`config.mk`:
```
export PLATFORM = sky130hd
export DESIGN_NAME = uart_rx_core_flat
export DESIGN_NICKNAME = d
export VERILOG_FILES = /design/src/rtl/uart_rx_if.sv /design/src/rtl/uart_rx_core.sv /design/src/flat_wrapper.sv
export SDC_FILE = /design/constraint.sdc
export NUM_CORES = 1
export LEC_CHECK = 0
export CAP_MARGIN = 15
export CORE_UTILIZATION = 51
export DETAILED_ROUTE_END_ITERATION = 12
export PLACE_DENSITY = 0.75
export SLEW_MARGIN = 20
export SYNTH_ARGS = -nofsm -noshare
export SYNTH_HDL_FRONTEND = slang
export SYNTH_SLANG_ARGS = --single-unit
```
`constraint.sdc`:
```
create_clock -name clk -period 1.83 [get_ports clk]
set_input_delay 0.4575 -clock clk [delete_from_list [all_inputs] [get_ports clk]]
set_output_delay 0.4575 -clock clk [all_outputs]
set_load 0.1 [all_outputs]
```
`src/rtl/uart_rx_if.sv`:
```
// Consumer-side handshake bundle for uart_rx_core.
//   rx_data     : last received character
//   rx_valid    : character pending until acknowledged
//   rx_ack      : consumer has taken rx_data
//   parity_err  : parity mismatch on the character in rx_data
//   framing_err : a stop bit voted 0 on the character in rx_data
//   overrun_err : previous character was overwritten before it was acknowledged
// master = receiver side, slave = consumer side.
interface uart_rx_if #(
  parameter int unsigned DATA_BITS = 8
);
  logic [DATA_BITS-1:0] rx_data;
  logic                 rx_valid;
  logic                 rx_ack;
  logic                 parity_err;
  logic                 framing_err;
  logic                 overrun_err;

  modport master (
    output rx_data, rx_valid, parity_err, framing_err, overrun_err,
    input  rx_ack
  );

  modport slave (
    input  rx_data, rx_valid, parity_err, framing_err, overrun_err,
    output rx_ack
  );
endinterface

```
`src/rtl/uart_rx_core.sv`:
```
// Oversampling UART receiver: baud-tick divider, phase/bit counters, 3-sample majority vote,
// optional parity, 1 or 2 stop bits, error flags and a valid/ack handshake.
//   clk     : system clock
//   reset_n : asynchronous active-low reset
//   enable  : receiver enable; low aborts any frame and holds the FSM idle
//   rx_in   : asynchronous serial line, idle high
//   rx_bus  : handshake/data/error bundle (master side)
//   busy    : FSM is not idle
module uart_rx_core #(
  parameter int unsigned CLK_DIV     = 326,
  parameter int unsigned OVERSAMPLE  = 16,
  parameter int unsigned DATA_BITS   = 8,
  parameter int unsigned PARITY_MODE = 0,
  parameter int unsigned STOP_BITS   = 1
) (
  input  logic      clk,
  input  logic      reset_n,
  input  logic      enable,
  input  logic      rx_in,
  uart_rx_if.master rx_bus,
  output logic      busy
);

  localparam int unsigned DivW = $clog2(CLK_DIV + 2);
  localparam int unsigned PhW  = $clog2(OVERSAMPLE);
  localparam int unsigned BitW = $clog2(DATA_BITS);

  localparam logic [DivW-1:0] DivLast  = DivW'(CLK_DIV);
  localparam logic [PhW-1:0]  PhMidM1  = PhW'(OVERSAMPLE / 2 - 1);
  localparam logic [PhW-1:0]  PhMid    = PhW'(OVERSAMPLE / 2);
  localparam logic [PhW-1:0]  PhMidP1  = PhW'(OVERSAMPLE / 2 + 1);
  localparam logic [PhW-1:0]  PhLast   = PhW'(OVERSAMPLE - 1);
  localparam logic [BitW-1:0] BitLast  = BitW'(DATA_BITS - 1);
  localparam logic            StopLast = (STOP_BITS > 1);

  typedef enum logic [2:0] {StIdle, StStart, StData, StParity, StStop} state_e;

  state_e               state_q, state_d;
  logic                 rx_meta_q, rx_s_q;
  logic [DivW-1:0]      div_q;
  logic [PhW-1:0]       ph_q, ph_d;
  logic [BitW-1:0]      bit_q, bit_d;
  logic                 stop_q, stop_d;
  logic [DATA_BITS-1:0] shift_q, shift_d;
  logic                 v0_q, v0_d, v1_q, v1_d;
  logic                 par_q, par_d;
  logic                 ferr_acc_q, ferr_acc_d;
  logic [DATA_BITS-1:0] data_q;
  logic                 valid_q, perr_q, ferr_q, oerr_q;

  logic tick, voted, complete, at_mid_p1, at_last, par_calc, perr_new, ferr_new;

  assign tick      = enable && (div_q == DivLast);
  // Samples at MID-1 and MID are held; the live sample at MID+1 completes the vote.
  assign voted     = (v0_q & v1_q) | (v0_q & rx_s_q) | (v1_q & rx_s_q);
  assign at_mid_p1 = (ph_q == PhMidP1);
  assign at_last   = (ph_q == PhLast);
  assign par_calc  = (^shift_q) ^ par_q;
  assign perr_new  = (PARITY_MODE == 1) ? par_calc :
                     (PARITY_MODE == 2) ? ~par_calc : 1'b0;
  assign ferr_new  = ferr_acc_q | ~voted;

  always_comb begin
    state_d    = state_q;
    ph_d       = ph_q;
    bit_d      = bit_q;
    stop_d     = stop_q;
    shift_d    = shift_q;
    v0_d       = v0_q;
    v1_d       = v1_q;
    par_d      = par_q;
    ferr_acc_d = ferr_acc_q;
    complete   = 1'b0;
    if (!enable) begin
      state_d = StIdle;
      ph_d    = '0;
    end else if (tick) begin
      ph_d = at_last ? '0 : ph_q + 1'b1;
      if (ph_q == PhMidM1) v0_d = rx_s_q;
      if (ph_q == PhMid)   v1_d = rx_s_q;
      unique case (state_q)
        StIdle: begin
          ph_d = '0;
          if (!rx_s_q) begin
            state_d    = StStart;
            ferr_acc_d = 1'b0;
          end
        end
        StStart: begin
          if (at_mid_p1 && voted) begin
            state_d = StIdle;  // glitch, not a real start bit
          end else if (at_last) begin
            state_d = StData;
            bit_d   = '0;
          end
        end
        StData: begin
          if (at_mid_p1) shift_d = {voted, shift_q[DATA_BITS-1:1]};
          if (at_last) begin
            if (bit_q == BitLast) begin
              state_d = (PARITY_MODE != 0) ? StParity : StStop;
              stop_d  = 1'b0;
            end else begin
              bit_d = bit_q + 1'b1;
            end
          end
        end
        StParity: begin
          if (at_mid_p1) par_d = voted;
          if (at_last) begin
            state_d = StStop;
            stop_d  = 1'b0;
          end
        end
        StStop: begin
          if (at_mid_p1) begin
            if (!voted) ferr_acc_d = 1'b1;
            // Finish half a bit early so the next start edge is never missed.
            if (stop_q == StopLast) begin
              complete = 1'b1;
              state_d  = StIdle;
            end
          end else if (at_last) begin
            stop_d = 1'b1;
          end
        end
        default: state_d = StIdle;
      endcase
    end
  end

  always_ff @(posedge clk or negedge reset_n) begin
    if (!reset_n) begin
      rx_meta_q  <= 1'b1;
      rx_s_q     <= 1'b1;
      div_q      <= '0;
      state_q    <= StIdle;
      ph_q       <= '0;
      bit_q      <= '0;
      stop_q     <= 1'b0;
      shift_q    <= '0;
      v0_q       <= 1'b0;
      v1_q       <= 1'b0;
      par_q      <= 1'b0;
      ferr_acc_q <= 1'b0;
    end else begin
      rx_meta_q  <= rx_in;
      rx_s_q     <= rx_meta_q;
      div_q      <= (!enable || tick) ? '0 : div_q + 1'b1;
      state_q    <= state_d;
      ph_q       <= ph_d;
      bit_q      <= bit_d;
      stop_q     <= stop_d;
      shift_q    <= shift_d;
      v0_q       <= v0_d;
      v1_q       <= v1_d;
      par_q      <= par_d;
      ferr_acc_q <= ferr_acc_d;
    end
  end

  always_ff @(posedge clk or negedge reset_n) begin
    if (!reset_n) begin
      data_q  <= '0;
      valid_q <= 1'b0;
      perr_q  <= 1'b0;
      ferr_q  <= 1'b0;
      oerr_q  <= 1'b0;
    end else if (complete) begin
      // A new character beats a same-cycle ack; the ack then counts for the old one.
      data_q  <= shift_q;
      valid_q <= 1'b1;
      perr_q  <= perr_new;
      ferr_q  <= ferr_new;
      oerr_q  <= valid_q & ~rx_bus.rx_ack;
    end else if (rx_bus.rx_ack && valid_q) begin
      valid_q <= 1'b0;
      oerr_q  <= 1'b0;
    end
  end

  assign rx_bus.rx_data     = data_q;
  assign rx_bus.rx_valid    = valid_q;
  assign rx_bus.parity_err  = perr_q;
  assign rx_bus.framing_err = ferr_q;
  assign rx_bus.overrun_err = oerr_q;
  assign busy               = (state_q != StIdle);

endmodule
```
`src/flat_wrapper.sv`:
```
// flat-port wrapper written by rule: the top's interface ports become plain ports
module uart_rx_core_flat 
#(
  parameter int unsigned CLK_DIV     = 326,
  parameter int unsigned OVERSAMPLE  = 16,
  parameter int unsigned DATA_BITS   = 8,
  parameter int unsigned PARITY_MODE = 0,
  parameter int unsigned STOP_BITS   = 1
)
  (clk, reset_n, enable, rx_in, busy, rx_bus_rx_data, rx_bus_rx_valid, rx_bus_parity_err, rx_bus_framing_err, rx_bus_overrun_err, rx_bus_rx_ack);
  uart_rx_if #(.DATA_BITS(DATA_BITS)) rx_bus_i ();
  input  logic clk;
  input  logic reset_n;
  input  logic enable;
  input  logic rx_in;
  output logic busy;
  output wire logic [$bits(rx_bus_i.rx_data)-1:0] rx_bus_rx_data;
  output wire logic [$bits(rx_bus_i.rx_valid)-1:0] rx_bus_rx_valid;
  output wire logic [$bits(rx_bus_i.parity_err)-1:0] rx_bus_parity_err;
  output wire logic [$bits(rx_bus_i.framing_err)-1:0] rx_bus_framing_err;
  output wire logic [$bits(rx_bus_i.overrun_err)-1:0] rx_bus_overrun_err;
  input wire logic [$bits(rx_bus_i.rx_ack)-1:0] rx_bus_rx_ack;
  assign rx_bus_rx_data = rx_bus_i.rx_data;
  assign rx_bus_rx_valid = rx_bus_i.rx_valid;
  assign rx_bus_parity_err = rx_bus_i.parity_err;
  assign rx_bus_framing_err = rx_bus_i.framing_err;
  assign rx_bus_overrun_err = rx_bus_i.overrun_err;
  assign rx_bus_i.rx_ack = rx_bus_rx_ack;
  uart_rx_core #(.CLK_DIV(CLK_DIV), .OVERSAMPLE(OVERSAMPLE), .DATA_BITS(DATA_BITS), .PARITY_MODE(PARITY_MODE), .STOP_BITS(STOP_BITS)) u_core (.clk(clk), .reset_n(reset_n), .enable(enable), .rx_in(rx_in), .rx_bus(rx_bus_i), .busy(busy));
endmodule
```
==> metrics, run 1 <==
RSZ-0062 raised after global routing yes; DRC violations left 0; Leak Pwr 1.294 nW; Final Hold Vio Count 0; GR Util met3 4.514%; fin crit period 1947 ps; die width 65.66 um; Post-synth EDFFs 0; hold crit path type input port to asynchronous set/reset pin; top-count cell post-synth dfrtp_1; Final Max Slew Viols 0; crit-path max FO 6; register area share after synthesis 53.39%; layout cells sized above 1 34.36%; vias in the first global route 1559; WL final 4.433 mm; post-synth net total 195; Yosys top cell area share 50.85%; Syn Inst Count 183; via/cell ratio 5.895; initial drt markers 58; Synth Register Bits 44; Final WS setup -117.2 ps; CP max-delay cell dfrtp_1; Critical Path End Type register; Die Area 0.004311 mm^2; hold buffer count at cts 0; met2 usage 34.44%; Diodes inserted 0; GRT busiest layer met2; IR drop worst, VDD 0.6485 mV; worst path cell trace ha_2 -> nand3b_1 -> nor3_2 -> nor2b_4 -> buf_6 -> mux2_4; crit path kind register to register; most common library cells after synthesis dfrtp_1 (42), nand2_1 (19), nor2_1 (14), mux2_1 (10), mux2_2 (10); Final Net Count 238; global-route wire length before repair 6.817 mm; gr ovfl total 0; drt pass-1 iters 4; delay-heaviest family, CP simple AND/OR/NAND/NOR gates; DIE HEIGHT 65.66 um; Layout Skew 7.305 ps; PD cells 688.3 mW/mm^2; status finished with violations; CTS Buf Count 5; Placed Area 0.002536 mm^2; Logic pwr share 7.9%; final period utilization 106.4%; Finished Cell Area 0.002784 mm^2; mean area per synthesized cell 11.29 um^2; mapped cell area 0.002067 mm^2; worst reg2reg path endpoint u_core.rx_bus.rx_data[5]; drt wl/cell 16.12 um; detailed placement HPWL 3.049 mm; Net Sw Frac 22.62%; CTS tree done; H-tree level count 2; largest net degree at the start of global routing 28; sw power 0.4335 mW; Reg2Reg Depth 6; Vias 1621; ys async rst share 100.0%; worst skew pair latency 290 ps; Buf/Inv on CP 1; initial antenna violation count 0; failing checks negative setup slack; max-cap violation count 0; Worst R2R Setup Slack -120 ps; Worst slew margin 61.78%; reg-to-reg startpoint u_core.ph_q[0]; maximum clock frequency 513.6 MHz; sequential share of power 51.8%; crit path DAT 2130 ps; largest area contributor in the netlist dfrtp_1; clock root buffer clkbuf_8; Setup crit start kind register; Sink Count 44; Initial Utilization 54.81%; core area 0.003771 mm^2; Power Internal 1.483 mW; Setup Viol. Count Final 13; Max Buffers Root-to-Sink 2; Ports 18; clock power share 40.3%; # fillers 224; area grow syn2layout 34.69%; # port buffers 16; worst path required time 2010 ps; GRT Util Overall 20.70%; Total Power 1.916 mW; GP Congestion 1.001; met1 global-route usage 25.11%; CTS clk-pin slew, worst paths 80 ps; Max stage delay on crit path 460 ps; ys flop type dfrtp_1; number of library cell types mapped by synthesis 44; Synth area leaders dfrtp_1 (51%), mux2_1 (5.4%), mux2_2 (5.4%); # rows 22; Syn. warnings 0; post-route ant nets 0; worst-margin pin slew 573.3 ps
[cells by family after synthesis]
group	count (synthesis)	share of synthesized area, %
AND/OR/NAND/NOR	69	17.86
flip-flops	44	53.39
multiplexers	22	11.86
AO/OA/AOI/OAI	21	6.780
buffers and inverters	11	2.239
adder cells (fa/ha/maj)	8	4.721
XOR/XNOR	7	2.966
other	1	0.1814
[metrics by stage]
| stage | setup TNS, ps | std cells | setup WS (ps) | hold slack (ps) | utilization, % |
|---|---|---|---|---|---|
| floorplan | 0 | 183 | 6.764 | 161.9 | - |
| global placement | -2539 | 263 | -196.8 | 347.3 | 67.25 |
| detailed placement | -3205 | 263 | -229.1 | 349.0 | 67.25 |
| CTS | -1.626 | 271 | -1.626 | 167.6 | 70.97 |
| global route | -1761 | 275 | -164.8 | 195.9 | 73.82 |
| finish | -1000 | 275 | -117.2 | 147.6 | 73.82 |
[power by group through the flow]
stage,logic [mW],clock network (mW),registers (mW)
detailed placement,0.149,0,1.01
global route,0.161,0.815,0.995
finish,0.151,0.772,0.993
global placement,0.144,0,1.01
floorplan,0.0768,0,1.01
CTS,0.149,0.785,0.993
[area by class of cell]
| cell class | count | area (um^2) | area share [%] |
|---|---|---|---|
| Sequential cell | 44 | 1104 | 39.64 |
| Tap cell | 48 | 60.06 | 2.157 |
| Timing Repair Buffer | 41 | 474.2 | 17.03 |
| Clock buffer | 6 | 82.58 | 2.966 |
| Inverter | 6 | 22.52 | 0.8090 |
| Multi-Input combinational cell | 128 | 1002 | 36.00 |
| Clock inverter | 2 | 38.79 | 1.393 |
[worst register-to-register path, cell delays in order (launching register included)]
cell	delay, ps
dfrtp_1	460
ha_2	220
nand3b_1	150
nor3_2	290
nor2b_4	250
buf_6	170
mux2_4	310
[registers in the layout, indices dropped and copies added, names as in the netlist]
register	cells
u_core.stop_q	1
u_core.rx_bus.framing_err	1
u_core.rx_bus.rx_data	8
u_core.shift_q	8
u_core.rx_bus.rx_valid	1
u_core.ph_q	4
u_core.div_q	9
u_core.state_q	3
u_core.rx_meta_q	1
u_core.v0_q	1
u_core.rx_bus.overrun_err	1
u_core.bit_q	3
u_core.v1_q	1
u_core.ferr_acc_q	1
u_core.rx_s_q	1
[how the worst max path moves through the flow]
stage,slack [ps],from,cells after the start,end
final,-120,u_core.ph_q[0],6,u_core.rx_bus.rx_data[5]
after detailed placement,-230,enable,5,u_core.stop_q
after CTS,-2,u_core.div_q[0],7,u_core.rx_bus.rx_data[5]
after global routing,-160,u_core.div_q[0],7,u_core.rx_bus.rx_data[2]
after global placement,-200,enable,5,u_core.stop_q
after floorplan,7,u_core.div_q[0],7,u_core.rx_bus.framing_err
[layer usage]
| layer | vias up | share of wire, % | wire length (um) |
|---|---|---|---|
| met5 | - | 0 | 0 |
| met4 | 0 | 3.5 | 154 |
| met3 | 21 | 5.3 | 236 |
| met2 | 73 | 49 | 2187 |
| met1 | 792 | 42 | 1854 |
| li1 | 735 | - | - |
[placed cells by master, fill, tap and decap left out, types with 2 or more instances in the layout]
cell,n
nand3_1,5
o21ai_0,5
nand4_1,7
nor2b_1,3
ha_2,3
clkbuf_8,6
buf_6,3
buf_4,22
mux2_2,9
nor3_2,2
ha_1,4
buf_12,12
mux2_4,10
mux2i_1,2
and2_1,2
and4bb_1,2
xnor2_1,3
nand2_1,19
nor3_1,3
inv_1,5
nand4bb_1,2
dfrtp_1,42
clkdlybuf4s50_1,3
dfstp_2,2
xor2_1,4
nor2_1,13
a22o_1,2
o21ai_1,4
[what timing repair did]
action                                  4_1_cts  5_1_grt
gates resized for setup                       5       23
endpoints found under the setup margin        6       24
cloned                                        0        1
pin swaps                                     2        5
buffers inserted                              0        3
Power figures use the tool's default switching activity.
==> run 2, diff against run 1 <==
Settings changed: CORE_UTILIZATION 51 to 60, CTS_CLUSTER_DIAMETER set to 30, PLACE_DENSITY 0.75 to 0.82.
Clock period 1.83 ns to 2.35 ns, I/O delays scaled along.
==> run 2 against run 1 <==
Compared with the run above:
- the flow now finishes without violations
- sequential power down 21%
- routed wire length fell by 21%
- worst hold slack better by 130 ps
- clock skew shrank 1.6 ps
- sequential cell count unchanged
- worst setup slack gained 470 ps
- critical path depth decreased by 3
- count of clock-buffer cells in the layout unchanged
- total power shrank 29%
- die area decreased by 15%
- combinational power fell by 38%
- cell count down 8.7%
- largest cell class unchanged
- largest power group unchanged
==> metrics, run 2 (same netlist as run 1, synthesis figures left out) <==
Net Sw Frac 22.90% (+0.27 points); Final WS setup 356.0 ps (+473.1 ps); # rows 20 (-9.1%); drt wl/cell 13.87 um (-14%); Ports 18 (unchanged); H-tree level count 2 (unchanged); most common cell after layout, fill and taps aside dfrtp_1; Max Buffers Root-to-Sink 2 (unchanged); Post-CTS Setup Bufs 0 (unchanged); Worst slew margin 64.71% (+2.9 points); # port buffers 16 (unchanged); initial antenna violation count 0 (unchanged); status completed; drt pass-1 iters 4 (unchanged); vias in the first global route 1405 (-9.9%); sw power 0.3123 mW (-28%); Die Area 0.003684 mm^2 (-15%); Final Max Slew Viols 0 (unchanged); global-route wire length before repair 6.099 mm (-11%); Leak Pwr 1.151 nW (-11%); die width 60.70 um (-7.6%); Final Hold Vio Count 0 (unchanged); clock power share 35.9% (-4.4 points); IR drop worst, VDD 0.5727 mV (-12%); gr ovfl total 0 (unchanged); maximum clock frequency 501.5 MHz; GRT Util Overall 23.38% (+2.7 points); worst-margin pin slew 529.4 ps (-43.93 ps); Worst R2R Setup Slack 360 ps (+470 ps); worst path required time 1760 ps (-250 ps); RSZ-0062 raised after global routing no; area grow syn2layout 14.35%; hold crit path type input port to asynchronous set/reset pin; most frequent cells in the layout dfrtp_1 (42), nand2_1 (19), buf_4 (16); WL final 3.482 mm (-21%); CTS Buf Count 5 (unchanged); Diodes inserted 0 (unchanged); worst skew pair latency 350 ps (+60 ps); CTS clk-pin slew, worst paths 120 ps (+40 ps); Top reg by flops u_core.div_q; detailed placement HPWL 2.584 mm (-15%); Logic pwr share 6.9% (-1.0 points); reg-to-reg startpoint u_core.div_q[0]; Power Internal 1.052 mW (-29%); PD cells 577.0 mW/mm^2 (-16%); via/cell ratio 5.713 (-3.1%); worst reg2reg path endpoint u_core.v0_q; crit path DAT 1410 ps (-720 ps); crit-path max FO 9 (+3); Setup crit start kind register; max FFs per register 9 (unchanged); Final Net Count 218 (-8.4%); Total Power 1.364 mW (-29%); Sink Count 44 (unchanged); Vias 1434 (-12%); Layout Skew 5.754 ps (-1.552 ps); pre-CTS WS 201.4 ps (+430.5 ps); DRC violations left 0 (unchanged); GP Congestion 0.9672 (-3.3%); CTS resizes 0 (-5); Reg2Reg Depth 6 (unchanged); sequential share of power 57.2% (+5.4 points); Initial Utilization 65.56% (+11 points); clock root buffer clkbuf_4; max-cap violation count 0 (unchanged); largest net degree at the start of global routing 45 (+61%); setup_tns 0 ps (+1000 ps); fin crit period 1994 ps; post-route ant nets 0 (unchanged); initial drt markers 101 (+74%); layout cells sized above 1 18.36% (-16 points); Critical Path End Type output port; CTS tree done; hold buffer count at cts 0 (unchanged); core area 0.003153 mm^2 (-16%); crit path kind register to output port; DIE HEIGHT 60.70 um (-7.6%); final period utilization 84.85%; Setup Viol. Count Final 0 (-13)
==> run 2: how the worst max path moves through the flow <==
stage	start	to	slack, ps	cells after the start
floorplan	u_core.state_q[1]	busy	470	3
global placement	enable	u_core.stop_q	210	5
detailed placement	enable	u_core.stop_q	200	5
CTS	u_core.state_q[1]	busy	350	3
global route	u_core.ph_q[0]	u_core.stop_q	210	5
finish	u_core.state_q[1]	busy	360	3
==> run 2: routing by layer <==
metal | track usage, % | up-vias | part of all wire [%]
met1 | 29.20 | 683 | 45
met3 | 7.676 | 6 | 5.1
met2 | 37.83 | 45 | 48
li1 | - | 700 | -
met4 | 9.416 | 0 | 1.7
met5 | 0 | - | 0
==> run 2: power groups by stage <==
stage / clock [mW] / combinational (mW) / sequential [mW]
2_1_floorplan: 0 / 0.0598 / 0.787
3_3_place_gp: 0 / 0.0930 / 0.793
3_5_place_dp: 0 / 0.0951 / 0.794
4_1_cts: 0.507 / 0.0953 / 0.780
5_1_grt: 0.538 / 0.103 / 0.783
6_report: 0.490 / 0.0938 / 0.780
==> run 2: cell type report <==
cell class / count / area [um^2]
Tap cell: 44 / 55.05
Multi-Input combinational cell: 128 / 917.1
Fill cell: 230 / 789.5
Clock inverter: 2 / 38.79
Timing Repair Buffer: 21 / 175.2
Inverter: 6 / 22.52
Clock buffer: 6 / 51.30
Sequential cell: 44 / 1104
==> run 2: worst max-delay path, stage by stage (launching register included) <==
cell and delay, ps:
dfrtp_1 490, nor2_1 250, nand2_1 130, buf_12 180
==> run 2: through the flow <==
step | cells | cell area (um^2) | hold slack [ps] | utilization, %
floorplan | 183 | 2067 | 291.9 | -
global placement | 243 | 2273 | 345.7 | 72.10
detailed placement | 243 | 2273 | 347.3 | 72.10
CTS | 251 | 2364 | 294.8 | 74.96
global route | 251 | 2364 | 307.3 | 74.96
finish | 251 | 2364 | 280.6 | 74.96
